[src/rtl/clock_pkg.sv]
`default_nettype none
// ============================================================================
// Package  : clock_pkg
// Brief    : Mode encodings, BCD digit limits, display blank-mask bit indices
//            and a BCD mod-60 increment helper for the MM:SS clock.
// Revision : 1.0 - initial release
// ============================================================================
package clock_pkg;

    localparam logic [1:0] MODE_RUN     = 2'b00;
    localparam logic [1:0] MODE_SET_MIN = 2'b01;
    localparam logic [1:0] MODE_SET_SEC = 2'b10;

    localparam logic [2:0] SEC_TENS_MAX = 3'd5;
    localparam logic [3:0] UNITS_MAX    = 4'd9;

    // blank_mask bit positions, shared with the seven-segment mux
    localparam int BLANK_S2 = 0;
    localparam int BLANK_S1 = 1;
    localparam int BLANK_M2 = 2;
    localparam int BLANK_M1 = 3;

    // One two-digit BCD field (minutes or seconds), 00..59
    typedef struct packed {
        logic [2:0] tens;
        logic [3:0] units;
    } bcdPair_t;

    // BCD increment modulo 60
    function automatic bcdPair_t bcdInc(input bcdPair_t v);
        bcdPair_t r;
        r = v;
        if (v.units == UNITS_MAX) begin
            r.units = 4'd0;
            r.tens  = (v.tens == SEC_TENS_MAX) ? 3'd0 : v.tens + 3'd1;
        end else begin
            r.units = v.units + 4'd1;
        end
        return r;
    endfunction

    // True when the field reads 59, i.e. the next increment carries out
    function automatic logic bcdIsMax(input bcdPair_t v);
        return (v.tens == SEC_TENS_MAX) && (v.units == UNITS_MAX);
    endfunction

endpackage
`default_nettype wire

[src/rtl/button_conditioner.sv]
`default_nettype none
// ============================================================================
// Module   : button_conditioner
// Brief    : 2-flop synchronizer, stable-level debounce and rising-edge
//            detector for one raw push-button; emits a one-clk press pulse.
// Revision : 1.0 - initial release
// ============================================================================
module button_conditioner #(
    parameter int DEBOUNCE_CYCLES = 1000000
) (
    input  logic clk,
    input  logic reset,
    input  logic raw,
    output logic press
);
    localparam int CNT_W = (DEBOUNCE_CYCLES > 1) ? $clog2(DEBOUNCE_CYCLES) : 1;
    localparam logic [CNT_W-1:0] c_CNT_MAX = CNT_W'(DEBOUNCE_CYCLES - 1);

    logic             r_sync1;
    logic             r_sync2;
    logic             r_accepted;
    logic             r_acceptedDly;
    logic [CNT_W-1:0] r_cnt;

    // Bring the asynchronous button level into the clk domain
    always_ff @(posedge clk or posedge reset) begin
        if (reset) begin
            r_sync1 <= 1'b0;
            r_sync2 <= 1'b0;
        end else begin
            r_sync1 <= raw;
            r_sync2 <= r_sync1;
        end
    end

    // Accept a new level only after it has differed from the accepted one for DEBOUNCE_CYCLES clks
    always_ff @(posedge clk or posedge reset) begin
        if (reset) begin
            r_cnt      <= '0;
            r_accepted <= 1'b0;
        end else if (r_sync2 == r_accepted) begin
            r_cnt <= '0;
        end else if (r_cnt == c_CNT_MAX) begin
            r_cnt      <= '0;
            r_accepted <= r_sync2;
        end else begin
            r_cnt <= r_cnt + CNT_W'(1);
        end
    end

    // Delayed copy of the accepted level for edge detection
    always_ff @(posedge clk or posedge reset) begin
        if (reset) begin
            r_acceptedDly <= 1'b0;
        end else begin
            r_acceptedDly <= r_accepted;
        end
    end

    // Both operands are registered, so the pulse is clean and exactly one clk wide
    assign press = r_accepted & ~r_acceptedDly;

endmodule
`default_nettype wire

[src/rtl/clock_mode_ctrl.sv]
`default_nettype none
// ============================================================================
// Module   : clock_mode_ctrl
// Brief    : MM:SS time keeping and setting controller. Advances BCD time on
//            the 1 Hz tick in RUN, edits minutes/seconds in the SET modes and
//            drives a per-digit blink mask for the display scan logic.
// Revision : 1.0 - initial release
// ============================================================================
module clock_mode_ctrl
    import clock_pkg::*;
#(
    parameter int DEBOUNCE_CYCLES = 1000000,
    parameter int BLINK_CYCLES    = 12500000
) (
    input  logic       clk,
    input  logic       reset,
    input  logic       tick,
    input  logic       btn_mode,
    input  logic       btn_up,
    input  logic       btn_clear,
    output logic [2:0] m1,
    output logic [3:0] m2,
    output logic [2:0] s1,
    output logic [3:0] s2,
    output logic [1:0] mode,
    output logic [3:0] blank_mask,
    output logic       rollover
);
    localparam int c_BTN_MODE  = 0;
    localparam int c_BTN_UP    = 1;
    localparam int c_BTN_CLEAR = 2;

    localparam int BLINK_W = (BLINK_CYCLES > 1) ? $clog2(BLINK_CYCLES) : 1;
    localparam logic [BLINK_W-1:0] c_BLINK_MAX = BLINK_W'(BLINK_CYCLES - 1);

    logic [2:0]         w_raw;
    logic [2:0]         w_press;
    logic               w_modePress;
    logic               w_upPress;
    logic               w_clearPress;
    logic [1:0]         r_state;
    logic [1:0]         w_nextState;
    bcdPair_t           r_min;
    bcdPair_t           r_sec;
    logic               r_rollover;
    logic [BLINK_W-1:0] r_blinkCnt;
    logic               r_blinkPhase;
    logic               w_blinkRestart;

    assign w_raw = {btn_clear, btn_up, btn_mode};

    generate
        for (genvar i = 0; i < 3; i++) begin : g_btn
            button_conditioner #(
                .DEBOUNCE_CYCLES(DEBOUNCE_CYCLES)
            ) u_cond (
                .clk  (clk),
                .reset(reset),
                .raw  (w_raw[i]),
                .press(w_press[i])
            );
        end
    endgenerate

    assign w_modePress  = w_press[c_BTN_MODE];
    assign w_upPress    = w_press[c_BTN_UP];
    assign w_clearPress = w_press[c_BTN_CLEAR];

    // Mode state register
    always_ff @(posedge clk or posedge reset) begin
        if (reset) begin
            r_state <= MODE_RUN;
        end else begin
            r_state <= w_nextState;
        end
    end

    // Mode cycles RUN -> SET_MIN -> SET_SEC -> RUN; the unused encoding falls back to RUN
    always_comb begin
        w_nextState = r_state;
        case (r_state)
            MODE_RUN:     if (w_modePress) w_nextState = MODE_SET_MIN;
            MODE_SET_MIN: if (w_modePress) w_nextState = MODE_SET_SEC;
            MODE_SET_SEC: if (w_modePress) w_nextState = MODE_RUN;
            default:      w_nextState = MODE_RUN;
        endcase
    end

    // Mode output and blink mask; only the field being edited blinks
    always_comb begin
        mode       = MODE_RUN;
        blank_mask = '0;
        case (r_state)
            MODE_SET_MIN: begin
                mode                 = MODE_SET_MIN;
                blank_mask[BLANK_M1] = r_blinkPhase;
                blank_mask[BLANK_M2] = r_blinkPhase;
            end
            MODE_SET_SEC: begin
                mode                 = MODE_SET_SEC;
                blank_mask[BLANK_S1] = r_blinkPhase;
                blank_mask[BLANK_S2] = r_blinkPhase;
            end
            default: begin
                mode       = MODE_RUN;
                blank_mask = '0;
            end
        endcase
    end

    // Time digits: clear beats up, up beats tick; up and tick act only in their own modes
    always_ff @(posedge clk or posedge reset) begin
        if (reset) begin
            r_min      <= '0;
            r_sec      <= '0;
            r_rollover <= 1'b0;
        end else begin
            r_rollover <= 1'b0;
            if (w_clearPress) begin
                r_min <= '0;
                r_sec <= '0;
            end else if ((r_state == MODE_SET_MIN) && w_upPress) begin
                r_min <= bcdInc(r_min);
            end else if ((r_state == MODE_SET_SEC) && w_upPress) begin
                r_sec <= bcdInc(r_sec);
            end else if ((r_state == MODE_RUN) && tick) begin
                r_sec <= bcdInc(r_sec);
                if (bcdIsMax(r_sec)) begin
                    r_min <= bcdInc(r_min);
                    if (bcdIsMax(r_min)) begin
                        r_rollover <= 1'b1;
                    end
                end
            end
        end
    end

    // Restart blinking visible on entry to a SET mode or an up press; held at zero in RUN
    assign w_blinkRestart = (w_nextState == MODE_RUN) || (w_nextState != r_state) || w_upPress;

    // Blink half-period counter and phase
    always_ff @(posedge clk or posedge reset) begin
        if (reset) begin
            r_blinkCnt   <= '0;
            r_blinkPhase <= 1'b0;
        end else if (w_blinkRestart) begin
            r_blinkCnt   <= '0;
            r_blinkPhase <= 1'b0;
        end else if (r_blinkCnt == c_BLINK_MAX) begin
            r_blinkCnt   <= '0;
            r_blinkPhase <= ~r_blinkPhase;
        end else begin
            r_blinkCnt <= r_blinkCnt + BLINK_W'(1);
        end
    end

    assign m1       = r_min.tens;
    assign m2       = r_min.units;
    assign s1       = r_sec.tens;
    assign s2       = r_sec.units;
    assign rollover = r_rollover;

endmodule
`default_nettype wire

[config.mk]
export PLATFORM = sky130hd
export DESIGN_NAME = clock_mode_ctrl
export DESIGN_NICKNAME = d
export VERILOG_FILES = /design/src/rtl/clock_pkg.sv /design/src/rtl/button_conditioner.sv /design/src/rtl/clock_mode_ctrl.sv
export SDC_FILE = /design/constraint.sdc
export NUM_CORES = 1
export LEC_CHECK = 0
export ABC_AREA = 0
export BUFFER_PORTS_ARGS = -buffer_cell sky130_fd_sc_hd__buf_2
export CAP_MARGIN = 20
export CORE_MARGIN = 2
export CORE_UTILIZATION = 57
export CTS_CLUSTER_SIZE = 24
export DETAILED_ROUTE_END_ITERATION = 8
export PLACE_DENSITY = 0.84
export SYNTH_ARGS = -nofsm -noshare
export SYNTH_HDL_FRONTEND = slang
export SYNTH_SLANG_ARGS = --single-unit
[constraint.sdc]
create_clock -name clk -period 4.6 [get_ports clk]
set_input_delay 0.46 -clock clk [delete_from_list [all_inputs] [get_ports clk]]
set_output_delay 0.46 -clock clk [all_outputs]
set_load 0.02 [all_outputs]
==> run_results.csv <==
group,metric,value,unit
routing,dr_total_vias,4614,
routing,via_per_inst,6.12,
logic_synthesis,synthFlopType,"dfrtp_1",
cts,cts_buffer_depth,2,
floorplan,io_pins,27,
finish,nets,622,
worst_setup_path,crit_fanout,13,
finish,final_core_util,0.671,
worst_setup_path,max_stage_delay,0.68,ns
placement,dp_hpwl,7.36,mm
worst_hold_path,whs_path_depth,1,
logic_synthesis,synth_seq_area_share,0.501,
worst_hold_path,holdPathEnd,"g_btn[2].u_cond.r_sync1$_DFF_PP0_",
floorplan,chipWidth,104,um
logic_synthesis,synthTopCellsByArea,"dfrtp_1, xnor2_1, nor2_1",
sta,setup_ws,2.26,ns
logic_synthesis,syn-cell-area,0.00569,mm2
cts,cts_htree_levels,4,
global_routing,grt_pass1_wl,21.1,mm
logic_synthesis,syn_nets,591,
global_routing,grt_max_degree,91,
sta,maxSlewHeadroom,0.448,
global_routing,gr-total-overflow,0,
floorplan,rows,36,
finish,final_area,0.00653,mm2
worst_hold_path,hold_start,"btn_clear",
cts,clk_pin_slew_worst_paths,0.06,ns
floorplan,core_area,0.00973,mm2
logic_synthesis,async_flop_share,1.00,
global_routing,antenna_found_initial,0,
floorplan,die-height,104,um
cts,post_cts_resized,0,
logic_synthesis,synth_largest_area_cell,"dfrtp_1",
routing,drt-total-wl,12.3,mm
job,max_cap_viol_count,0,
sta,post-route-period-util,0.510,
logic_synthesis,synth_cells,577,
cts,clock-sinks,114,
logic_synthesis,synth_commonest_cells,"dfrtp_1, nor2_1, a21oi_1, nand2_1, nand3_1",
worst_setup_path,crit_arrival,2.78,ns
run_status,outcome,"finished clean",
sta,setup_tns,0,ns
global_routing,grt_usage,0.240,
worst_setup_path,worst_path_max_delay_cell,"or4b_2",
logic_synthesis,synth_area_per_cell,9.86,um2
finish,n_antenna_cell,0,
sta,fin_crit,2.34,ns
placement,gp_congestion,0.851,
sta,final_max_slew_viol_count,0,
cts,insertion_delay,0.52,ns
routing,drc,0,
pwr,peakVddDrop,0.000297,V
routing,drt-wirelength-per-cell,16.3,um
logic_synthesis,synth_seq_cells,114,
logic_synthesis,synth_most_common_cell,"dfrtp_1",
sta,worst_slew_pin_slew,0.826,ns
worst_setup_path,cp.required,5.03,ns
worst_setup_path,critPathCaptureType,"register",
logic_synthesis,yosysWarningCount,0,
logic_synthesis,synth_top_area_frac,0.501,
sta,finalHoldViolCount,0,
worst_setup_path,worstRegToRegCells,6,
placement,numPortBuffers,26,
floorplan,dieArea,0.0108,mm2
worst_setup_path,reg2reg_slack,2.26,ns
sta,max_freq,0.427,GHz
worst_hold_path,hp-class,"in2reg",
finish,area_growth,14.8,%
worst_setup_path,path_buf_inv,1,
placement,dpl_worst_slack,2.31,ns
worst_setup_path,crit_path_start_kind,"register",
floorplan,initial_core_util,0.585,
routing,ant_nets,0,
sta,setup_viol,0,
logic_synthesis,ys_types,47,
worst_setup_path,reg2reg_from,"s2[1]$_DFFE_PP0P_",
worst_setup_path,crit_type,"reg2reg",
logic_synthesis,synth-edff-count,0,
pwr,powerDensity,406,mW/mm2
placement,placed_area,0.00591,mm2
finish,drive_gt1_frac,0.129,
routing,firstDrtPassIters,5,
global_routing,grt_pass1_vias,4570,
worst_setup_path,crit-reg2reg-capture,"m1[2]$_DFFE_PP0P_",
sta,skew,0.00845,ns
sta,rsz0062_at_grt,"false",
routing,drt_iter0_drc,280,
cts,numCtsBuffers,17,
cts,cts_tree,"done",
worst_setup_path,path_delay_family,"simple AND/OR/NAND/NOR gates",
cts,cts_root_buf,"clkbuf_8",
worst_setup_path,path_cells,"inv_1 > ha_1 > nand4b_1 > o41a_1 > or4b_2 > a21oi_1",
pwr,p_leak,0.00260,uW
worst max-delay path by stage:
stage                      start                                      to  slack, ns  depth (start not counted)
5_1_grt        s2[1]$_DFFE_PP0P_                       m1[2]$_DFFE_PP0P_       2.10                          6
3_3_place_gp   s2[1]$_DFFE_PP0P_                       m1[2]$_DFFE_PP0P_       2.42                          6
2_1_floorplan              reset  g_btn[0].u_cond.r_accepted$_DFFE_PP0P_       1.12                          1
4_1_cts        s2[1]$_DFFE_PP0P_                       m1[2]$_DFFE_PP0P_       2.27                          6
3_5_place_dp   s2[1]$_DFFE_PP0P_                       m1[2]$_DFFE_PP0P_       2.31                          6
6_report       s2[1]$_DFFE_PP0P_                       m1[2]$_DFFE_PP0P_       2.26                          6
cell families after synthesis:
group                      Yosys count  synth area share
and+or+nand+nor                    265             0.258
AOI/OAI and AO/OA                   98             0.107
DFF                                114             0.501
muxes                                7            0.0132
buffers and inverters               38            0.0306
xor gates and xnor gates            47            0.0723
adders and majority gates            8            0.0176
stage by stage:
stage          hold slack [ns]  total power (uW)  instances
6_report                0.0492              2650        754
3_5_place_dp             0.335              1380        720
3_3_place_gp             0.341              1370        720
2_1_floorplan            0.331              1300        577
4_1_cts                 0.0351              2660        752
5_1_grt                 0.0334              2750        754
layout make-up:
cell class	count	area, um2
clock inverters	12	131
repair buffers	30	183
flip-flops and latches	114	2850
clock buffers	20	455
multi-input cells	425	2670
well taps	133	166
fillers	710	3200
inverters	20	77.6
registers in the layout, indices dropped and copies added (netlist names), 4 cells and up:
register and count:
s2 4, r_blinkCnt 24, g_btn.u_cond.r_cnt 60, m2 4
layer usage:
metal,vias up,track usage,share of wire
li1,2155,-,-
met1,2282,0.294,0.41
met2,148,0.411,0.52
met3,29,0.0570,0.048
met4,0,0.0956,0.023
met5,-,0,0
layout by cell type, fill, tap and decap left out, types with 16 or more instances in the layout:
master and instances:
clkbuf_16 16, xor2_1 16, inv_1 19, or4_1 20, o31ai_1 16, buf_2 26, nand2_1 40, dfrtp_1 114
nand3_1 36, nor2_1 58, a21oi_1 43, o21ai_0 27, xnor2_1 31, or3_1 23
power by group:
| part | internal [uW] | leakage (uW) | switching [uW] |
|---|---|---|---|
| logic | 104 | 0.000791 | 154 |
| registers | 1050 | 0.00153 | 62.1 |
| clock network | 813 | 0.000279 | 471 |
| total | 1970 | 0.00260 | 687 |
repair_timing:
item	CTS	global route
hold endpoints to repair	0	3
hold buffers	0	1
setup buffers	0	0
(Power assumes the default switching activity.)
